[src/rtl/jtcomsc_snd_comm_pkg.sv]
// Shared types for the main-to-sound command channel.
//   cmd_t : one command byte as written by the main CPU
package jtcomsc_snd_comm_pkg;

   localparam int unsigned BYTE_W = 8;

   typedef logic [BYTE_W-1:0] cmd_t;

endpackage

[src/rtl/jtcomsc_cmd_fifo.sv]
// Byte FIFO of 2^AW entries for sound commands.
// Ports:
//   clk, rst        clock, asynchronous active-high reset
//   push, pop       single-cycle requests; a pop on empty is ignored,
//                   a push on full is dropped unless a pop frees a slot
//                   in the same cycle
//   flush           clears pointers and count, wins over push/pop
//   din             byte written on an accepted push
//   head            entry at the read pointer
//   count           number of stored entries (0 .. 2^AW)
//   full, empty     count == 2^AW / count == 0
module jtcomsc_cmd_fifo
   import jtcomsc_snd_comm_pkg::*;
#(
   parameter int unsigned AW = 2
)(
   input  logic          clk,
   input  logic          rst,
   input  logic          push,
   input  logic          pop,
   input  logic          flush,
   input  logic [7:0]    din,
   output logic [7:0]    head,
   output logic [AW:0]   count,
   output logic          full,
   output logic          empty
);

   localparam int unsigned DEPTH = 1 << AW;

   cmd_t          mem [DEPTH];
   logic [AW-1:0] wr_ptr;
   logic [AW-1:0] rd_ptr;
   logic          do_pop;
   logic          do_push;

   assign full    = count == (AW+1)'(DEPTH);
   assign empty   = count == '0;
   // the pop frees its slot before the push is judged against full
   assign do_pop  = pop && !empty;
   assign do_push = push && (!full || do_pop);
   assign head    = mem[rd_ptr];

   // Pointer and occupancy tracking
   always_ff @(posedge clk or posedge rst) begin
      if (rst) begin
         wr_ptr <= '0;
         rd_ptr <= '0;
         count  <= '0;
      end else if (flush) begin
         wr_ptr <= '0;
         rd_ptr <= '0;
         count  <= '0;
      end else begin
         if (do_push) wr_ptr <= wr_ptr + AW'(1);
         if (do_pop)  rd_ptr <= rd_ptr + AW'(1);
         count <= count + (AW+1)'(do_push) - (AW+1)'(do_pop);
      end
   end

   // Storage; contents need no reset since count gates their use
   always_ff @(posedge clk) begin
      if (!flush && do_push) mem[wr_ptr] <= din;
   end

endmodule

[src/rtl/jtcomsc_snd_comm.sv]
// Sound-CPU side of the main-to-sound command channel.
// Each rising edge of snd_irq queues snd_latch; the sound CPU IRQ is held
// while commands are pending and irq_en is set. Reading the latch address
// returns the head byte and pops it once per access.
// Ports:
//   clk, rst              clock, asynchronous active-high reset
//   snd_cen               sound CPU clock enable
//   snd_irq, snd_latch    command strobe and byte from the main CPU side
//   latch_cs, stat_cs     sound CPU selects for latch / status address
//   RnW, cpu_dout         sound CPU direction and write data
//   dout                  read data toward the sound CPU bus mux
//   snd_irqn              active-low IRQ to the sound CPU
module jtcomsc_snd_comm
   import jtcomsc_snd_comm_pkg::*;
#(
   parameter int unsigned AW = 2
)(
   input  logic       clk,
   input  logic       rst,
   input  logic       snd_cen,
   input  logic       snd_irq,
   input  logic [7:0] snd_latch,
   input  logic       latch_cs,
   input  logic       stat_cs,
   input  logic       RnW,
   input  logic [7:0] cpu_dout,
   output logic [7:0] dout,
   output logic       snd_irqn
);

   localparam int unsigned OVF_BIT   = 7;
   localparam int unsigned IEN_BIT   = 6;
   localparam int unsigned FLUSH_BIT = 7;

   logic        irq_l;
   logic        rd_act;
   logic        ovf;
   logic        irq_en;
   cmd_t        last;
   logic [7:0]  head;
   logic [AW:0] count;
   logic        full;
   logic        empty;
   logic        push_c;
   logic        pop_c;
   logic        wr_c;
   logic        flush_c;

   assign push_c  = snd_irq && !irq_l;
   // only the first enabled cycle of a latch read pops
   assign pop_c   = latch_cs && RnW && snd_cen && !rd_act;
   assign wr_c    = stat_cs && !RnW && snd_cen;
   assign flush_c = wr_c && cpu_dout[FLUSH_BIT];

   jtcomsc_cmd_fifo #(.AW(AW)) u_fifo (
      .clk   ( clk       ),
      .rst   ( rst       ),
      .push  ( push_c    ),
      .pop   ( pop_c     ),
      .flush ( flush_c   ),
      .din   ( snd_latch ),
      .head  ( head      ),
      .count ( count     ),
      .full  ( full      ),
      .empty ( empty     )
   );

   // Edge detect, access tracking, status bits and IRQ
   always_ff @(posedge clk or posedge rst) begin
      if (rst) begin
         irq_l    <= 1'b0;
         rd_act   <= 1'b0;
         ovf      <= 1'b0;
         irq_en   <= 1'b1;
         last     <= 8'h00;
         snd_irqn <= 1'b1;
      end else begin
         irq_l    <= snd_irq;
         rd_act   <= latch_cs && (rd_act || pop_c);
         snd_irqn <= !(irq_en && !empty);
         if (pop_c && !empty) last <= head;
         // a dropped push sets ovf only if no pop makes room
         if (flush_c)
            ovf <= 1'b0;
         else if (push_c && full && !(pop_c && !empty))
            ovf <= 1'b1;
         if (wr_c) irq_en <= cpu_dout[IEN_BIT];
      end
   end

   // Read data mux toward the sound CPU bus
   always_comb begin
      dout = 8'hff;
      if (latch_cs && RnW) begin
         dout = empty ? last : head;
      end else if (stat_cs && RnW) begin
         dout          = 8'(count);
         dout[OVF_BIT] = ovf;
         dout[IEN_BIT] = irq_en;
      end
   end

endmodule
[config.mk]
export PLATFORM = sky130hd
export DESIGN_NAME = jtcomsc_snd_comm
export DESIGN_NICKNAME = d
export VERILOG_FILES = /design/src/rtl/jtcomsc_snd_comm_pkg.sv /design/src/rtl/jtcomsc_cmd_fifo.sv /design/src/rtl/jtcomsc_snd_comm.sv
export SDC_FILE = /design/constraint.sdc
export NUM_CORES = 1
export LEC_CHECK = 0
export BUFFER_PORTS_ARGS = -buffer_cell sky130_fd_sc_hd__buf_2
export CAP_MARGIN = 0
export CELL_PAD_IN_SITES_DETAIL_PLACEMENT = 1
export CELL_PAD_IN_SITES_GLOBAL_PLACEMENT = 1
export CORE_UTILIZATION = 50
export CTS_CLUSTER_SIZE = 28
export DETAILED_ROUTE_END_ITERATION = 6
export PLACE_DENSITY_LB_ADDON = 0.1
export SLEW_MARGIN = 5
export SYNTH_ARGS = -nofsm -noshare
export SYNTH_HDL_FRONTEND = slang
export SYNTH_SLANG_ARGS = --single-unit
[constraint.sdc]
create_clock -name clk -period 4.3 [get_ports clk]
set_input_delay 0.43 -clock clk [delete_from_list [all_inputs] [get_ports clk]]
set_output_delay 0.43 -clock clk [all_outputs]
set_load 0.02 [all_outputs]
==> key figures <==
Cells and area
  • Post-Route Utilization: 59.3%
  • Synth-to-Final Area Change: 11.1%
  • Diodes inserted: 0
  • Layout cells sized above 1: 33.2%
  • Final instance area: 2640 um2
  • Fillers: 445
  • Nets: 216

Drt
  • Routed Antenna Nets: 0
  • DR vias/cell: 5.72
  • Residual DRC: 0
  • Via Count: 1366
  • Post-Route WL: 4.34 mm
  • Iteration-0 DRC Markers: 97
  • Routed WL per cell: 18.1 um
  • Drt pass-1 iters: 6

GRT
  • GRT Util Overall: 19.1%
  • Number of global-route vias before repair: 1452
  • Largest net degree at the start of global routing: 21
  • Grt total ovfl: 0
  • First-pass GRT wire length: 7.12 mm
  • Initial antenna violation count: 0

Floorplan
  • Chip width: 70.9 um
  • Starting density of the core: 53.4%
  • Num rows: 24
  • Io pins: 32
  • DIE AREA: 5030 um2
  • Core region area: 4440 um2
  • Die height: 70.9 um

Critical path
  • WS Path Type: reg -> reg
  • Critical Path AT: 2910 ps
  • CP max FO: 12
  • Critical path startpoint category: register
  • Critical Path RT: 4520 ps
  • Crit. End Element: register

Yosys
  • Flops & latches, synth: 52
  • Post-Syn Nets: 191
  • Sequential share of the synthesized area: 61.7%
  • Yosys warnings: 0
  • Synthesized cell area: 2370 um2
  • EDFF count, synth: 32
  • FFs w/ async S/R, synth: 38.5%
  • Unique masters post-synth: 39
  • Synth Flop Type: edfxtp_1
  • Mean Syn Cell Area: 14.7 um2
  • Synth Instances: 161

Power and ir drop
  • Sw Share: 32.6%
  • Pwr dens: 577 nW/um2
  • Max VDD drop: 0.228 mV
  • Comb power frac: 27.3%
  • Clock power share: 21.5%
  • Leakage: 1.00 nW
  • Pint: 1.03 mW
  • P_sw: 0.496 mW
  • Total power after layout: 1.52 mW
  • Seq pwr share: 51.2%

Place
  • Port Buf Inserts: 25
  • Final HPWL DP: 3.15 mm
  • Placer congestion estimate: 0.716
  • Worst setup slack before clock tree synthesis: 1600 ps
  • DP Area: 2530 um2

STA
  • Fin. max-slew vios: 0
  • Final min period: 2690 ps
  • Crit share post-route: 62.7%
  • Max_slew headroom: 49.0%
  • Final setup violation count: 0
  • Setup_tns: 0 ps
  • Final worst-path setup slack: 1610 ps
  • Final Hold Vio Count: 0
  • RSZ-0062 raised after global routing: no
  • Fmax: 371 MHz
  • Slew @ Worst Pin: 764 ps
  • Final Skew: 6.03 ps

CTS
  • Post-CTS sizing: 0
  • CTS tree: yes
  • Worst-Skew Late Latency: 300 ps
  • Post-CTS Setup Bufs: 0
  • Sink Count: 52
  • Worst-case clock buffer depth: 2
  • H-tree levels: 2
  • Clock transition at the registers of the reported paths: 90 ps
  • Root buffer cell: clkbuf_8
  • Hold_buf cts: 0
  • Clock buffer count from CTS: 5

Job
  • Maxcap violations: 0

Run status
  • Outcome: finished, final reports clean

Hold path
  • HP Class: in -> async
-- worst max-delay path, stage by stage (launching register included) --
cell and delay, ps:
dfrtp_1 650, nor3_4 150, nor2_2 420, ha_1 320
inv_1 60, ha_1 130, inv_1 50, fa_1 370
xor2_1 170, and2_1 180, nor3_1 120
-- state kept, by name, summed over array words and instances (netlist names) --
signal and cells:
snd_irqn 1, rd_act 1, u_fifo.count 3, u_fifo.rd_ptr 2
u_fifo.wr_ptr 2, last 8, u_fifo.mem 32, irq_l 1
irq_en 1, ovf 1
-- Yosys cell counts (2+ instances only) --
master | count | area share [%]
buf_2 | 3 | 0.63
nand3_1 | 9 | 1.9
edfxtp_1 | 32 | 40
nor2_1 | 10 | 1.6
nor4b_1 | 5 | 1.8
and3_2 | 4 | 1.3
ha_1 | 6 | 3.2
dfstp_2 | 2 | 2.2
a21oi_1 | 3 | 0.63
nand2_1 | 6 | 0.95
inv_1 | 9 | 1.4
clkbuf_1 | 2 | 0.32
mux2i_1 | 2 | 0.84
mux2_2 | 9 | 4.3
dfrtp_1 | 18 | 19
nor2b_1 | 2 | 0.53
o21ai_0 | 2 | 0.42
and2_1 | 2 | 0.53
o21ai_1 | 4 | 0.84
a211oi_1 | 5 | 1.6
mux4_2 | 8 | 7.6
-- layout by cell type (no fill, tap or decap), types with 2 or more instances in the layout --
cell type,instances
edfxtp_1,32
buf_2,25
dfrtp_1,18
nor2_1,10
mux2_2,9
inv_1,9
nand3_1,9
mux4_2,8
nand2_1,6
ha_1,6
nor4b_1,5
a211oi_1,5
clkbuf_8,5
o21ai_1,4
and3_2,4
a21oi_1,3
mux2i_1,2
nor2b_1,2
and2_1,2
o21ai_0,2
dfstp_2,2
-- layer usage --
| metal | GRT usage [%] | share of wire (%) | vias up | wire, um |
|---|---|---|---|---|
| li1 | - | - | 655 | - |
| met1 | 25.1 | 45 | 681 | 1970 |
| met2 | 32.6 | 50 | 26 | 2180 |
| met3 | 3.42 | 3.3 | 4 | 143 |
| met4 | 6.00 | 0.99 | 0 | 43 |
| met5 | 0 | 0 | - | 0 |
-- area by class of cell --
class	instances	area [um2]	area share, %
inverters	9	33.8	1.28
flip-flops and latches	52	1460	55.5
well taps	52	65.1	2.47
multi-input cells	93	838	31.8
clock buffers	5	68.8	2.61
clock inverters	3	42.5	1.61
repair buffers	25	125	4.74
-- final timing paths --
path | end | slack, ps | from | cells after the start
hold / removal | u_fifo.count[0] | 250 | rst | 2
max in group asynchronous | last[2] | 3570 | rst | 2
hold reg to reg | snd_irqn | 460 | irq_en | 1
setup / recovery | u_fifo.count[2] | 1610 | u_fifo.count[2] | 10
setup reg to reg | u_fifo.count[2] | 1610 | u_fifo.count[2] | 10
min in group clk | irq_l | 260 | snd_irq | 1
-- stage by stage --
step	hold slack, ps	cells
3_5_place_dp	446	231
5_1_grt	261	239
4_1_cts	256	239
6_report	252	239
3_3_place_gp	440	231
2_1_floorplan	392	161
-- power by group through the flow --
| stage | registers (mW) | logic [mW] | clock network (mW) |
|---|---|---|---|
| after floorplan | 0.702 | 0.398 | 0 |
| after global placement | 0.783 | 0.395 | 0 |
| after detailed placement | 0.793 | 0.421 | 0 |
| after CTS | 0.782 | 0.421 | 0.333 |
| after global routing | 0.803 | 0.461 | 0.349 |
| final | 0.780 | 0.416 | 0.327 |
-- logic make-up after synthesis --
group / Yosys count / synth area share (%)
AND/OR/NAND/NOR: 48 / 12.7
XOR/XNOR: 1 / 0.369
buffers and inverters: 16 / 3.00
AO/OA/AOI/OAI: 18 / 5.59
multiplexers: 19 / 12.7
flip-flops: 52 / 61.7
adder cells (fa/ha/maj): 7 / 4.01
(Power assumes the default switching activity.)
